[src/rtl/evict_write_buffer.sv]
// rtl/evict_write_buffer.sv - one-entry eviction write buffer between cache controller and physical memory
// Absorbs one dirty line, forwards it on read hits and drains it when memory is otherwise idle.
module evict_write_buffer #(
    parameter int ADDR_WIDTH  = 16,
    parameter int LINE_WIDTH  = 128,
    parameter int OFFSET_BITS = 4
) (
    input  logic                  clk,
    input  logic                  reset,
    input  logic [ADDR_WIDTH-1:0] cpmem_address,
    input  logic                  cpmem_read,
    input  logic                  cpmem_write,
    input  logic [LINE_WIDTH-1:0] cpmem_wdata,
    output logic [LINE_WIDTH-1:0] cpmem_rdata,
    output logic                  cpmem_resp,
    output logic [ADDR_WIDTH-1:0] pmem_address,
    output logic                  pmem_read,
    output logic                  pmem_write,
    output logic [LINE_WIDTH-1:0] pmem_wdata,
    input  logic [LINE_WIDTH-1:0] pmem_rdata,
    input  logic                  pmem_resp
);

    localparam int TAG_WIDTH = ADDR_WIDTH - OFFSET_BITS;

    typedef enum logic [1:0] {
        IDLE     = 2'd0,
        READ_MEM = 2'd1,
        DRAIN    = 2'd2,
        RESP     = 2'd3
    } state_t;

    state_t                state;
    state_t                state_next;
    logic                  buf_valid;
    logic [TAG_WIDTH-1:0]  buf_tag;
    logic [LINE_WIDTH-1:0] buf_data;
    logic [LINE_WIDTH-1:0] rdata_q;

    logic [TAG_WIDTH-1:0]  req_tag;
    logic                  tag_hit;
    logic                  load_buf;
    logic                  clear_valid;
    logic                  fwd_rdata;
    logic                  mem_rdata;

    assign req_tag = cpmem_address[ADDR_WIDTH-1:OFFSET_BITS];
    assign tag_hit = (buf_tag == req_tag);

    always_comb begin
        state_next  = state;
        load_buf    = 1'b0;
        clear_valid = 1'b0;
        fwd_rdata   = 1'b0;
        mem_rdata   = 1'b0;
        unique case (state)
            IDLE: begin
                // Write wins over a simultaneous read, so an illegal read+write acts as a write.
                if (cpmem_write && (!buf_valid || tag_hit)) begin
                    load_buf   = 1'b1;
                    state_next = RESP;
                end else if (cpmem_write) begin
                    state_next = DRAIN;
                end else if (cpmem_read && buf_valid && tag_hit) begin
                    fwd_rdata  = 1'b1;
                    state_next = RESP;
                end else if (cpmem_read) begin
                    state_next = READ_MEM;
                end else if (buf_valid) begin
                    state_next = DRAIN;
                end
            end
            READ_MEM: begin
                if (pmem_resp) begin
                    mem_rdata  = 1'b1;
                    state_next = RESP;
                end
            end
            DRAIN: begin
                if (pmem_resp) begin
                    clear_valid = 1'b1;
                    state_next  = IDLE;
                end
            end
            RESP: begin
                state_next = IDLE;
            end
            default: begin
                state_next = IDLE;
            end
        endcase
    end

    always_ff @(posedge clk or posedge reset) begin
        if (reset) begin
            state     <= IDLE;
            buf_valid <= 1'b0;
            buf_tag   <= '0;
            buf_data  <= '0;
            rdata_q   <= '0;
        end else begin
            state <= state_next;
            if (load_buf) begin
                buf_valid <= 1'b1;
                buf_tag   <= req_tag;
                buf_data  <= cpmem_wdata;
            end else if (clear_valid) begin
                buf_valid <= 1'b0;
            end
            if (fwd_rdata) begin
                rdata_q <= buf_data;
            end else if (mem_rdata) begin
                rdata_q <= pmem_rdata;
            end
        end
    end

    // Strobes decode the state only; the address mux is the sole path from cpmem_* to pmem_*.
    assign pmem_read    = (state == READ_MEM);
    assign pmem_write   = (state == DRAIN);
    assign cpmem_resp   = (state == RESP);
    assign pmem_address = (state == READ_MEM) ? {req_tag, {OFFSET_BITS{1'b0}}}
                                              : {buf_tag, {OFFSET_BITS{1'b0}}};
    assign pmem_wdata   = buf_data;
    assign cpmem_rdata  = rdata_q;

endmodule
[config.mk]
export PLATFORM = sky130hd
export DESIGN_NAME = evict_write_buffer
export DESIGN_NICKNAME = d
export VERILOG_FILES = /design/src/rtl/evict_write_buffer.sv
export SDC_FILE = /design/constraint.sdc
export NUM_CORES = 1
export LEC_CHECK = 0
export ABC_AREA = 0
export BUFFER_PORTS_ARGS = -buffer_cell sky130_fd_sc_hd__buf_2
export CORE_AREA = 3 3 216 218
export CTS_BUF_LIST = sky130_fd_sc_hd__clkbuf_4
export CTS_CLUSTER_SIZE = 10
export DETAILED_ROUTE_END_ITERATION = 10
export DIE_AREA = 0 0 219 221
export HOLD_SLACK_MARGIN = 0.06
export PLACE_DENSITY = 0.63
export SLEW_MARGIN = 20
export SYNTH_ARGS = -nofsm -noshare
export SYNTH_HDL_FRONTEND = slang
export SYNTH_SLANG_ARGS = --single-unit
[constraint.sdc]
create_clock -name clk -period 11.7 [get_ports clk]
set_input_delay 0.585 -clock clk [delete_from_list [all_inputs] [get_ports clk]]
set_output_delay 0.585 -clock clk [all_outputs]
set_load 0.01 [all_outputs]
# Word level (Yosys, flattened, before mapping)

Index checks and enable logic that the tools add are counted.

Flip-flop bits (word level): 271
Bits in latches: 0
Memory bits (writable): 0
ROM bits: 0
Input port bits: 277
Output and inout bits: 275
Logic and storage cells: 43
Memories kept: 0

Add/sub/neg operators: 0
Multiply operators: 0
Divide/modulo/power cells: 0
$lt $le $gt $ge: 0
Equal/unequal tests: 7
Shift operators: 0
Multiplexer cells: 22
Bitwise gates (word level): 0
Reduce and logical (&&, ||, !) cells: 9

Operator list:

| cell                                                            | number |
|---|---|
| 128-bit two-way mux                                             | 2 |
| 16-bit two-way mux                                              | 1 |
| 2-bit two-way mux                                               | 7 |
| 12-bit == test                                                  | 1 |
| 1-bit two-way mux                                               | 11 |
| 2-bit one-hot mux with 4 select lines                           | 1 |
| 6-bit != test, second input constant                            | 1 |
| 2-bit == test, second input constant                            | 2 |
| 2-bit by 1-bit != test with 1-bit output, second input constant | 2 |
| 2-bit nonzero test                                              | 2 |
| 1-bit logical AND                                               | 3 |
| 3-bit AND reduction                                             | 1 |
| 2-bit by 1-bit == test with 1-bit output, second input constant | 1 |
| 2-bit logical NOT                                               | 1 |
| 1-bit logical NOT                                               | 1 |
| 1-bit logical OR                                                | 1 |

# Depth between registers and ports, before layout

Depth in word-level cells: 7
Gate-level depth with buffers: 8
Mapped depth without buffers: 4

# Worst setup path before layout

OpenSTA, ideal clock, no wires.

Path type: reg2out
From: register state[0]
To: output pmem_address[10]
Arrival: 1.573 ns
Slack: 9.542 ns
Stages on the path, launching flop included: 6
Cells stage by stage: dfrtp_1 buf_2 inv_2 nor2_1 clkbuf_1 mux2_2

Cells in the longest elaborated chain, start to end: 2

Ends and longest elaborated chain:

| item                                     | RTL line | RTL |
|---|---|---|
| start: declaration                       | 33       | `state_t state;` |
| start signal: assignment                 | 102      | `state <= state_next;` |
| 2-bit by 1-bit == test with 1-bit output | --       |  |
| via pmem_read                            | 17       | `output logic pmem_read,` |
| 16-bit two-way mux                       | 122      | `assign pmem_address = (state == READ_MEM) ? {req_tag, {OFFSET_BITS{1'b0}}}` |
| end: declaration                         | 16       | `output logic [ADDR_WIDTH-1:0] pmem_address,` |

The timed path passes the listed nets, and every way through them passes these cells.

# Final worst setup path

From: register buf_tag[9]
To: register buf_data[89] (netlist: pmem_wdata[89])

Cells in the longest elaborated chain, start to end: 5

Ends and longest elaborated chain:

| item                     | RTL line | RTL |
|---|---|---|
| start: declaration       | 36       | `logic [TAG_WIDTH-1:0] buf_tag;` |
| start signal: assignment | 105      | `buf_tag <= req_tag;` |
| 12-bit == test           | 48       | `assign tag_hit = (buf_tag == req_tag);` |
| 1-bit logical OR         | 59       | `if (cpmem_write && (!buf_valid \|\| tag_hit)) begin` |
| 1-bit logical AND        | 59       |  |
| 1-bit two-way mux        | 59       |  |
| 1-bit two-way mux        | 56       | `unique case (state)` |
| end signal: assignment   | 106      | `buf_data <= cpmem_wdata;` |
| end: declaration         | 37       | `logic [LINE_WIDTH-1:0] buf_data;` |

Every way passes these cells.
A chain may end at the register's enable or synchronous reset.

==> impl_metrics.yaml <==
yosys:
  synth_edf_count: 0
  ys_types: 37
  postSynth.topFlopCell: "sky130_fd_sc_hd__dfrtp_1"
  yosysWarnings: 0
  synth.ff_latch_count: 271
  synth_top_cells_by_count: "271 x sky130_fd_sc_hd__dfrtp_1, 270 x sky130_fd_sc_hd__and2_1, 141 x sky130_fd_sc_hd__nand3_1, 141 x sky130_fd_sc_hd__o21ai_0"
  synth_cells: 1778
  async_set_reset_flop_share_out_of_synthesis_pct: 100
  synth_sequential_area_ratio_pct: 38.5
  mappedNetlistArea_mm2: 0.0176
  synth.area.top_cells: "sky130_fd_sc_hd__dfrtp_1 39%, sky130_fd_sc_hd__a221oi_2 11%, sky130_fd_sc_hd__and2_1 9.6%"
  yosys.area.top_type_share_pct: 38.5
  postSynthAreaPerCell_um2: 9.89
  synthDominantAreaCellType: "sky130_fd_sc_hd__dfrtp_1"
  synth_most_common_cell: "sky130_fd_sc_hd__dfrtp_1"
critical_path:
  reg_to_reg_critical_path_startpoint: "buf_tag[9]$_DFFE_PP0P_"
  cp_data_arrival_time_ps: 4560
  critical_path_class: "reg2reg"
  worst_setup_path_end_kind: "register"
  worst_setup_path_startpoint: "buf_tag[9]$_DFFE_PP0P_"
  startpoint_type: "register"
  crit_end: "pmem_wdata[89]$_DFFE_PP0P_"
  critical_path_peak_fanout: 104
  r2r.worst_path.cells: 6
  worstPathRequired_ps: 12400
  rrSetupSlack_ps: 7830
  rr_endpoint: "pmem_wdata[89]$_DFFE_PP0P_"
sta:
  layout_min_cycle_time_ps: 3870
  report.final.slew_viol_count: 0
  finalCritPeriodShare_pct: 33.1
  worst_clock_skew_ps: 38.0
  rsz0062_at_grt: "false"
  fmaxAchievable_mhz: 259
  slew-limit-headroom_pct: 25.7
  worstMarginPinSlew_ps: 1110
  fin_setup_tns_ps: 0
  setup-violations-final: 0
  finalHoldViolations: 0
placed_design:
  place_hpwl_mm: 37.4
  gp_congestion: 0.800
  buffer_ports.inserted: 543
  dpl.cell_count: 2727
clocking:
  clock_sink_count: 271
  clock_latency_of_the_later_clocked_register_in_the_worst_skew_pair_ps: 800
  clkSlewWorstSetupHoldPaths_ps: 70
  htreeDepth: 3
  cts_tree: "done"
  cts_root_buf: "sky130_fd_sc_hd__clkbuf_4"
  cts_hold_buffers: 258
  cts.path.max_buffers: 3
  cts-buffers-inserted: 82
  post_cts.resized_instances: 0
  cts.repair_timing.setup_buffer_count: 0
global_routing:
  globalRouteTotalUtil_pct: 24.9
  grt_use_met3_pct: 4.89
  gr-usage-met1_pct: 31.1
  top_usage_layer: "met2"
  grt_use_met2_pct: 41.6
  grt_pass1_vias: 18200
  grt_max_degree: 161
  grt_pass1_wl_mm: 98.6
  number_of_antenna_violations_at_the_first_check_in_global_routing: 8
  globalRoute.totalOverflow: 0
cells_and_area:
  area_growth_pct: 34.1
  multi_input_area_mm2: 0.00960
  layout-drive-gt1-share_pct: 33.7
  number_of_fillers_in_the_final_layout: 4092
  nets: 2746
  regArea_mm2: 0.00679
  finalNonFillerCells: 3115
floorplanning:
  die_height_um: 221
  row_count: 78
  die-area_mm2: 0.0484
  dieWidth_um: 219
  floorplan.initialDensity_pct: 39.0
  num_io_pins: 552
  coreArea_mm2: 0.0451
hold_path:
  timing.hold.worst.class: "in2reg"
pwr:
  p_seq_share_pct: 33.5
  leakage_nw: 8.62
  net_sw_share_pct: 41.5
  power.share.combinational_pct: 46.3
  p_switching_mw: 1.86
  p_clk_share_pct: 20.3
  pwr_density_cell_mw_per_mm2: 189
  peakVddDrop_mv: 0.0910
  internal-power_mw: 2.61
route:
  wire_per_inst_um: 20.1
  initial_detailed_routing_violation_count: 1227
  ant_nets: 0
  post-route-drc-count: 0
  drt_first_pass_iters: 7
  vias_per_cell: 5.79
  finalWirelength_mm: 62.5
  via_count: 18000
job:
  max_cap_violations: 0
run_status:
  outcome: "completed"
-- worst max-delay path: stages, from the launching register on --
cell and delay (ps):
sky130_fd_sc_hd__dfrtp_1 430, sky130_fd_sc_hd__xnor2_1 460, sky130_fd_sc_hd__nand4_4 850, sky130_fd_sc_hd__buf_4 680
sky130_fd_sc_hd__buf_4 530, sky130_fd_sc_hd__or4_1 620, sky130_fd_sc_hd__nand3_1 90
-- layout by cell type, fill, tap and decap left out, types with 2 or more instances in the layout --
cell,count
sky130_fd_sc_hd__a21oi_1,2
sky130_fd_sc_hd__a221o_1,128
sky130_fd_sc_hd__a221oi_1,7
sky130_fd_sc_hd__a221oi_2,133
sky130_fd_sc_hd__and2_1,270
sky130_fd_sc_hd__and4_1,2
sky130_fd_sc_hd__and4_4,2
sky130_fd_sc_hd__buf_12,2
sky130_fd_sc_hd__buf_2,543
sky130_fd_sc_hd__buf_4,17
sky130_fd_sc_hd__bufinv_16,2
sky130_fd_sc_hd__clkbuf_4,113
sky130_fd_sc_hd__clkinv_1,3
sky130_fd_sc_hd__conb_1,4
sky130_fd_sc_hd__dfrtp_1,270
sky130_fd_sc_hd__diode_2,8
sky130_fd_sc_hd__dlygate4sd3_1,258
sky130_fd_sc_hd__inv_2,3
sky130_fd_sc_hd__mux2_2,12
sky130_fd_sc_hd__nand2_1,140
sky130_fd_sc_hd__nand3_1,141
sky130_fd_sc_hd__nand4_4,3
sky130_fd_sc_hd__nor3b_1,140
sky130_fd_sc_hd__o21ai_0,141
sky130_fd_sc_hd__or4_1,140
sky130_fd_sc_hd__xnor2_1,8
sky130_fd_sc_hd__xnor2_2,4
-- final cells by class --
type / count / area share, %
multi-input cells: 1290 / 40.7
flip-flops and latches: 271 / 28.8
repair buffers: 821 / 23.2
clock buffers: 113 / 3.59
well taps: 600 / 3.18
clock inverters: 9 / 0.387
diodes: 8 / 0.0848
inverters: 3 / 0.0795
-- worst min-delay path by stage --
stage,end,from,depth (start not counted)
floorplan,state[1]$_DFFE_PP0P_,state[1]$_DFFE_PP0P_,2
global placement,cpmem_rdata[32]$_DFFE_PP0P_,cpmem_rdata[32]$_DFFE_PP0P_,1
detailed placement,cpmem_rdata[92]$_DFFE_PP0P_,cpmem_rdata[92]$_DFFE_PP0P_,1
CTS,pmem_wdata[83]$_DFFE_PP0P_,cpmem_wdata[83],4
global route,pmem_wdata[50]$_DFFE_PP0P_,cpmem_wdata[50],4
finish,pmem_wdata[83]$_DFFE_PP0P_,cpmem_wdata[83],4
-- flip-flops by register name (all words and copies together), names as in the netlist --
register     count
state            2
cpmem_rdata    128
buf_valid        1
pmem_wdata     128
buf_tag         12
-- power by group through the flow --
stage / Combinational, mW / Sequential (mW) / Clock, mW
finish: 2.07 / 1.50 / 0.906
global route: 2.26 / 1.53 / 0.992
CTS: 2.07 / 1.49 / 0.943
detailed placement: 1.99 / 1.49 / 0
global placement: 1.92 / 1.49 / 0
floorplan: 1.34 / 1.53 / 0
-- metal layers --
| metal | vias to the layer above | wire length [µm] |
|---|---|---|
| met3 | 145 | 3740 |
| met4 | 0 | 2140 |
| li1 | 8218 | - |
| met1 | 8990 | 25800 |
| met5 | - | 0 |
| met2 | 674 | 30800 |
-- per-stage QoR --
step                hold slack (ps)  power [mW]  setup slack [ps]  utilization, %  area [µm²]
finish                          175        4.47              7830            52.3       23600
floorplan                       520        2.87              3650               -       17600
CTS                            60.1        4.50              7820            52.3       23600
global placement                491        3.41              7680            44.5       20100
detailed placement              488        3.48              7530            44.5       20100
global route                    130        4.79              7530            52.3       23600
-- cells by family (layout without fill, tap and decap cells) --
| family | after synthesis | in the layout | synth area share (%) |
|---|---|---|---|
| multiplexers | 13 | 13 | 0.825 |
| AO/OA/AOI/OAI | 415 | 415 | 23.2 |
| other | 1 | 12 | 0.0213 |
| XOR/XNOR | 12 | 12 | 0.768 |
| flip-flops | 271 | 271 | 38.5 |
| AND/OR/NAND/NOR | 846 | 846 | 29.4 |
| buffers and inverters | 220 | 946 | 7.22 |
(Power assumes the default switching activity.)
